--- src/rtl/uart_tx_arbiter.sv ---
// Purpose: round-robin, packet-locking arbiter sharing one UART TX serializer among NUM_REQ byte streams.
// Latency: grant 1 cycle after req_valid_i; first byte on tx_valid_o 2 cycles after req_valid_i.
// Backpressure: owner ready = output register empty or draining; tx_valid_o/tx_data_o hold while tx_ready_i is low.
module uart_tx_arbiter #(
  parameter int NUM_REQ      = 2,
  parameter int DATA_W       = 8,
  parameter int HOLD_TIMEOUT = 1024
) (
  input  logic                      clk_i,
  input  logic                      rst_i,
  input  logic [NUM_REQ-1:0]        req_valid_i,
  input  logic [NUM_REQ*DATA_W-1:0] req_data_i,
  input  logic [NUM_REQ-1:0]        req_last_i,
  output logic [NUM_REQ-1:0]        req_ready_o,
  output logic                      tx_valid_o,
  output logic [DATA_W-1:0]         tx_data_o,
  input  logic                      tx_ready_i,
  output logic [NUM_REQ-1:0]        grant_o,
  output logic                      busy_o
);

  localparam int OW   = (NUM_REQ > 1) ? $clog2(NUM_REQ) : 1;
  localparam int CW   = (HOLD_TIMEOUT > 0) ? $clog2(HOLD_TIMEOUT + 1) : 1;
  localparam int TMAX = (HOLD_TIMEOUT > 0) ? HOLD_TIMEOUT - 1 : 0;
  localparam logic [OW-1:0] LAST_RST = OW'(NUM_REQ - 1);
  localparam logic [CW-1:0] CNT_MAX  = CW'(TMAX);

  typedef enum logic {IDLE, LOCK} state_t;

  state_t              state, state_nxt;
  logic [OW-1:0]       owner, owner_nxt;
  logic [OW-1:0]       last_owner, last_owner_nxt;
  logic [CW-1:0]       cnt, cnt_nxt;
  logic                tx_valid_nxt;
  logic [DATA_W-1:0]   tx_data_nxt;

  logic                own_valid, own_last;
  logic [DATA_W-1:0]   own_data;
  logic [NUM_REQ-1:0]  own_onehot;
  logic [OW-1:0]       pick_hi, pick_lo, pick;
  logic                found_hi;
  logic                out_free, hs;

  // Select the current owner's valid/last/data and its one-hot grant vector
  always_comb begin
    own_valid  = 1'b0;
    own_last   = 1'b0;
    own_data   = '0;
    own_onehot = '0;
    for (int k = 0; k < NUM_REQ; k++) begin
      if (owner == OW'(k)) begin
        own_valid     = req_valid_i[k];
        own_last      = req_last_i[k];
        own_data      = req_data_i[k*DATA_W +: DATA_W];
        own_onehot[k] = 1'b1;
      end
    end
  end

  // Round-robin pick: lowest requester above last_owner, else lowest overall (wrap)
  always_comb begin
    pick_hi  = '0;
    pick_lo  = '0;
    found_hi = 1'b0;
    for (int k = NUM_REQ - 1; k >= 0; k--) begin
      if (req_valid_i[k]) begin
        pick_lo = OW'(k);
        if (OW'(k) > last_owner) begin
          pick_hi  = OW'(k);
          found_hi = 1'b1;
        end
      end
    end
    pick = found_hi ? pick_hi : pick_lo;
  end

  // FSM next-state, output register next value and handshake outputs
  always_comb begin
    state_nxt      = state;
    owner_nxt      = owner;
    last_owner_nxt = last_owner;
    cnt_nxt        = cnt;
    tx_valid_nxt   = tx_valid_o;
    tx_data_nxt    = tx_data_o;
    out_free       = !tx_valid_o || tx_ready_i;
    grant_o        = '0;
    req_ready_o    = '0;
    hs             = 1'b0;

    if (state == LOCK) begin
      grant_o     = own_onehot;
      req_ready_o = out_free ? own_onehot : '0;
      hs          = own_valid && out_free;
    end

    // A new byte overwrites the register; otherwise a consumed byte empties it
    if (hs) begin
      tx_valid_nxt = 1'b1;
      tx_data_nxt  = own_data;
    end else if (tx_valid_o && tx_ready_i) begin
      tx_valid_nxt = 1'b0;
    end

    case (state)
      IDLE: begin
        cnt_nxt = '0;
        if (|req_valid_i) begin
          state_nxt = LOCK;
          owner_nxt = pick;
        end
      end
      LOCK: begin
        if (hs && own_last) begin
          state_nxt      = IDLE;
          last_owner_nxt = owner;
          cnt_nxt        = '0;
        end else if (own_valid) begin
          cnt_nxt = '0;
        end else if (HOLD_TIMEOUT > 0) begin
          // Owner went quiet mid-packet: release after HOLD_TIMEOUT idle cycles
          if (cnt == CNT_MAX) begin
            state_nxt      = IDLE;
            last_owner_nxt = owner;
            cnt_nxt        = '0;
          end else begin
            cnt_nxt = cnt + 1'b1;
          end
        end
      end
      default: state_nxt = IDLE;
    endcase
  end

  assign busy_o = (state == LOCK) || tx_valid_o;

  // State and output registers with synchronous active-low reset
  always_ff @(posedge clk_i) begin
    if (!rst_i) begin
      state      <= IDLE;
      owner      <= '0;
      last_owner <= LAST_RST;
      cnt        <= '0;
      tx_valid_o <= 1'b0;
      tx_data_o  <= '0;
    end else begin
      state      <= state_nxt;
      owner      <= owner_nxt;
      last_owner <= last_owner_nxt;
      cnt        <= cnt_nxt;
      tx_valid_o <= tx_valid_nxt;
      tx_data_o  <= tx_data_nxt;
    end
  end

  a_grant_onehot0: assert property (@(posedge clk_i) disable iff (!rst_i) $onehot0(grant_o));
  a_ready_onehot0: assert property (@(posedge clk_i) disable iff (!rst_i) $onehot0(req_ready_o));
  a_ready_subset:  assert property (@(posedge clk_i) disable iff (!rst_i) (req_ready_o & ~grant_o) == '0);

endmodule

--- config.mk ---
export PLATFORM = sky130hd
export DESIGN_NAME = uart_tx_arbiter
export DESIGN_NICKNAME = d
export VERILOG_FILES = /design/src/rtl/uart_tx_arbiter.sv
export SDC_FILE = /design/constraint.sdc
export NUM_CORES = 1
export LEC_CHECK = 0
export CAP_MARGIN = 20
export CELL_PAD_IN_SITES_DETAIL_PLACEMENT = 1
export CELL_PAD_IN_SITES_GLOBAL_PLACEMENT = 2
export CORE_UTILIZATION = 23
export DETAILED_ROUTE_END_ITERATION = 8
export GPL_ROUTABILITY_DRIVEN = 0
export PLACE_DENSITY_LB_ADDON = 0.25
export SLEW_MARGIN = 20
export SYNTH_ARGS = -nofsm -noshare
export SYNTH_HDL_FRONTEND = slang
export SYNTH_SLANG_ARGS = --single-unit
--- constraint.sdc ---
create_clock -name clk_i -period 1.4 [get_ports clk_i]
set_input_delay 0.21 -clock clk_i [delete_from_list [all_inputs] [get_ports clk_i]]
set_output_delay 0.21 -clock clk_i [all_outputs]
set_load 0.005 [all_outputs]
* After elaboration in Yosys (flattened, before gate mapping) *
Index checks and enable logic that the tools add are counted.

word-level totals
  flip-flop bits (word level) = 23
  bits of input ports = 23
  word-level logic and storage cells = 55

cells by class
  add/sub/neg operators = 1
  $lt $le $gt $ge = 2
  equal/unequal tests = 2
  mux-type cells = 32
  bitwise gates (word level) = 1
  reductions and logical operators = 11

operators with widths
  kind                                                                number
  11-bit 2-to-1 mux                                                   3
  1-bit 2-to-1 mux                                                    23
  11-bit case mux with 2 select lines                                 1
  11-bit by 1-bit adder with 11-bit output (second input constant)    1
  11-bit by 10-bit == test with 1-bit output (second input constant)  1
  8-bit 2-to-1 mux                                                    1
  2-bit 2-to-1 mux                                                    3
  2-bit nonzero test                                                  2
  1-bit logical AND                                                   3
  3-bit AND reduction                                                 1
  1-bit > comparator (first input constant)                           2
  1-bit logical OR                                                    2
  2-bit by 1-bit != test with 1-bit output (second input constant)    1
  1-bit case mux with 2 select lines                                  1
  2-bit AND reduction                                                 1
  2-bit OR reduction                                                  1
  1-bit logical NOT                                                   1
  1-bit NOT                                                           1

* Longest topological paths before layout *
  depth after elaboration = 7
  gate-level depth with buffers = 6
  depth with buffers taken out = 5

* Least setup slack after synthesis *
No wires, ideal clock.

  path type = register -> register
  from = register owner
  to = register cnt[2]
  arrival = 1.226 ns
  path slack = 0.110 ns
  stages on the path, launching flop included = 7
  path buffers = 2
  period minus slack after synthesis = 1.290 ns
  cells stage by stage = dfxtp_1 -> buf_6 -> mux2i_4 -> nand3_2 -> a21o_1 -> buf_2 -> nor2_1

on the way
  cells in the longest elaborated chain, start to end = 6

ends and longest elaborated chain
  item                                   line  text
  start: declaration                     31    logic [OW-1:0] owner, owner_nxt;
  start signal: assignment               147   owner <= owner_nxt;
  1-bit 2-to-1 mux                       51    if (owner == OW'(k)) begin
  1-bit logical AND                      93    hs = own_valid && out_free;
  1-bit 2-to-1 mux                       90    if (state == LOCK) begin
  1-bit logical AND                      113   if (hs && own_last) begin
  11-bit 2-to-1 mux *                    113
  11-bit case mux with 2 select lines *  104   case (state)
  end signal: assignment                 149   cnt <= cnt_nxt;
  end: declaration                       33    logic [CW-1:0] cnt, cnt_nxt;

Every way passes the cells marked *; elsewhere a longest branch is shown, timed or not.
A chain may end at the register's enable or synchronous reset.

* Worst setup path in the final report *
  from = register tx_valid_o
  to = output port tx_valid_o

RTL lines
  item                      line  text
  start: declaration        15    output logic tx_valid_o,
  start signal: assignment  150   tx_valid_o <= tx_valid_nxt;

No word-level cell between the ends.

==> impl_metrics.sql <==
INSERT INTO impl_metrics (metric_group, metric, value, unit) VALUES
('critical_path', 'data_arrival_time_of_the_critical_path', '1150', 'ps'),
('final_layout', 'final-instance-count-excl-fill', '223', ''),
('placement', 'dp.final_hpwl', '2.484', 'mm'),
('floorplan', 'row_count', '24', ''),
('critical_path', 'crit_path_cell_trace', 'clkdlybuf4s50_1', ''),
('flow_run', 'drv_cap', '0', ''),
('yosys', 'yosys.cell_types.count', '34', ''),
('critical_path', 'family_with_the_most_delay_on_the_worst_path', 'buffers and inverters', ''),
('floorplan', 'fp.dieH', '71.23', 'µm'),
('floorplan', 'floorplan.initialDensity', '0.2464', ''),
('timing', 'setup_total_negative_slack', '0', 'ps'),
('detailed_routing', 'post_drt_via_cell_ratio', '4.556', ''),
('yosys', 'ys_warn_count', '0', ''),
('critical_path', 'worstPathBufferInverterCount', '1', ''),
('grt', 'grt_pass1_vias', '1071', ''),
('detailed_routing', 'drc', '3', ''),
('clock_tree', 'cts.path.max_buffers', '2', ''),
('final_layout', 'fill_cells', '516', ''),
('status', 'failing_checks', 'design-rule violations', ''),
('yosys', 'synth_seq_area_share', '0.4177', ''),
('final_layout', 'area_growth_syn_to_layout', '57.09', '%'),
('critical_path', 'path_class', 'register to output port', ''),
('yosys', 'synth-seq-cells', '23', ''),
('final_layout', 'antennaDiodeCount', '0', ''),
('power', 'power.density_cell_area', '828.8', 'nW/µm²'),
('power', 'p_sw_frac', '0.2427', ''),
('clock_tree', 'cts_inserted_buffers', '3', ''),
('floorplan', 'die-area', '5074', 'µm²'),
('power', 'power.combinational.fraction', '0.220', ''),
('yosys', 'post_synth_inst_count', '116', ''),
('power', 'total_leakage_power', '0.7508', 'nW'),
('critical_path', 'critPathSlowestCell', 'clkdlybuf4s50_1', ''),
('status', 'status', 'finished with violations', ''),
('detailed_routing', 'route.antenna.remaining_nets', '0', ''),
('detailed_routing', 'routed_wirelength', '3.106', 'mm'),
('critical_path', 'critPathRequiredTime', '1190', 'ps'),
('clock_tree', 'h-tree-depth', '1', ''),
('timing', 'skew', '4.451', 'ps'),
('timing', 'finish_stage_setup_viols', '0', ''),
('critical_path', 'cp_max_fo', '4', ''),
('clock_tree', 'clock_tree.root_cell', 'clkbuf_8', ''),
('detailed_routing', 'drt-initial-drc-count', '45', ''),
('detailed_routing', 'drt_pass1_iterations', '5', ''),
('power', 'seq_power_share', '0.492', ''),
('yosys', 'syn-mean-instance-area', '9.503', 'µm²'),
('detailed_routing', 'route.vias.total', '1016', ''),
('clock_tree', 'postCtsHoldBufs', '0', ''),
('final_layout', 'final_core_utilization', '0.3870', ''),
('power', 'clock_power_share', '0.289', ''),
('grt', 'grt_start_max_net_pins', '17', ''),
('timing', 'measured_slew_at_the_worst_slew_check_pin', '259.0', 'ps'),
('grt', 'grt_first_pass_wirelength', '5.099', 'mm'),
('clock_tree', 'clock-sinks', '23', ''),
('final_layout', 'layout.nets', '196', ''),
('floorplan', 'top_level_ports', '37', ''),
('detailed_routing', 'wl_per_cell', '13.93', 'µm'),
('timing', 'worst_hold_slack', '447.9', 'ps'),
('grt', 'globalRoute.totalOverflow', '0', ''),
('placement', 'io_buffers', '36', ''),
('placement', 'placedCellCount', '217', ''),
('timing', 'timing.final.hold_violations', '0', ''),
('power', 'netSwitchingPower', '348.3', 'µW'),
('timing', 'post_layout_minimum_cycle_time', '1359', 'ps'),
('timing', 'achievable-frequency', '736.0', 'MHz'),
('timing', 'fin_crit_sh', '0.9705', ''),
('grt', 'antenna_found_initial', '0', ''),
('clock_tree', 'clkTransAtPathRegs', '80', 'ps'),
('critical_path', 'timing.critical_path.slowest_cell_delay', '510', 'ps'),
('critical_path', 'worstSetupEndpointType', 'output port', ''),
('yosys', 'syn-num-nets', '140', ''),
('power', 'peakVddDrop', '0.3604', 'mV'),
('worst_hold_path', 'hold_class', 'input port to register', ''),
('critical_path', 'critPathLaunchType', 'register', ''),
('clock_tree', 'clk-insertion-delay-late', '270', 'ps'),
('final_layout', 'highest_count_cells_in_the_layout_ignoring_fill_and_taps', 'clkdlybuf4s50_1 (29), dfxtp_1 (20), buf_4 (17)', ''),
('power', 'cell_internal_pwr', '1.087', 'mW'),
('clock_tree', 'cts_tree', 'yes', ''),
('timing', 'relSlewSlack', '0.8259', ''),
('final_layout', 'most_common_cell_after_layout_fill_and_taps_aside', 'clkdlybuf4s50_1', ''),
('final_layout', 'post_route_cells_drive_above_1_share', '0.2456', ''),
('floorplan', 'core-area', '4474', 'µm²'),
('grt', 'grtUsageTotal', '0.1297', ''),
('timing', 'slew_violations', '0', ''),
('floorplan', 'die_width', '71.23', 'µm'),
('yosys', 'synth_area', '1102', 'µm²');
logic make-up (layout without fill, tap and decap cells):
family                   count (synthesis)  in the layout  share of synthesized area
flip-flops                              23             23                     0.4177
AO/OA/AOI/OAI                           15             15                     0.1169
XOR/XNOR                                 8              8                    0.06356
multiplexers                            11             11                     0.1112
buffers and inverters                    8             63                    0.04653
adder cells (fa/ha/maj)                  1              1                    0.01135
AND/OR/NAND/NOR                         50             50                     0.2327
state kept, by name, summed over array words and instances, names as in the netlist:
signal,cells
cnt,11
tx_data_o,8
last_owner,1
owner,1
state,1
tx_valid_o,1
per-layer routing:
metal	vias to the layer above	GRT usage	routed length, µm
met5	-	0	0
met4	0	0.04000	26
met3	2	0.03657	129
met2	17	0.2212	1569
met1	483	0.1586	1380
li1	514	-	-
layout make-up:
cell class	instances	area, µm²	area share
clock buffers	4	45.04	0.02601
repair buffers	56	518.0	0.2991
multi-input cells	85	625.6	0.3613
inverters	3	11.26	0.006503
flip-flops and latches	23	466.7	0.2695
well taps	52	65.06	0.03757
power groups by stage:
stage	Combinational [mW]	Clock [mW]	Sequential, mW
after floorplan	0.118	0	0.719
after global placement	0.301	0	0.719
after detailed placement	0.309	0	0.721
after CTS	0.314	0.429	0.706
after global routing	0.343	0.453	0.710
final	0.315	0.414	0.706
path summary, 6_finish.rpt:
path                            cells past startpoint  slack (ps)                     from                      end
worst max-delay path                                1          40  tx_valid_o$_SDFFE_PN0P_               tx_valid_o
worst min-delay path                                3         450           req_valid_i[0]         state$_SDFF_PN0_
worst max register to register                      4          60       owner$_SDFFE_PN0P_  last_owner$_SDFFE_PN1P_
worst min register to register                      2         480       cnt[10]$_SDFF_PP0_       cnt[10]$_SDFF_PP0_
cell usage after synthesis:
cell	count	area share
a21boi_0	1	0.0068
a21o_1	1	0.0068
a31oi_1	1	0.0057
and2_1	2	0.011
and3_1	3	0.017
and4_1	1	0.0079
buf_2	1	0.0045
buf_4	1	0.0068
buf_6	1	0.010
clkbuf_1	1	0.0034
dfxtp_1	23	0.42
dlymetal6s2s_1	1	0.011
ha_1	1	0.011
inv_1	3	0.010
mux2i_1	10	0.091
mux2i_4	1	0.020
nand2_1	12	0.041
nand2b_1	1	0.0057
nand3_1	4	0.018
nand3_2	1	0.0091
nand4_1	3	0.017
nor2_1	14	0.048
nor2_2	1	0.0057
nor2b_1	3	0.017
nor3_1	2	0.0091
nor3_4	1	0.015
nor4_1	1	0.0057
o211a_1	8	0.073
o21ai_0	2	0.0091
o311a_1	1	0.0091
o31ai_1	1	0.0068
or2_2	1	0.0057
xnor2_1	4	0.032
xor2_1	4	0.032
repair_timing:
item | CTS | global route
resized for setup | 18 | 10
setup endpoints to repair | 16 | 18
pin swaps | 0 | 2
setup buffers | 2 | 0
per-stage QoR:
step | total power [mW] | setup slack [ps] | instance area, µm²
floorplan | 0.8365 | 110.0 | 1102
finish | 1.435 | 41.29 | 1732
global placement | 1.020 | -249.9 | 1635
CTS | 1.449 | -3.245 | 1708
detailed placement | 1.029 | -280.0 | 1635
global route | 1.506 | -2.167 | 1732
Note: power is estimated with default switching activity, not from simulation.
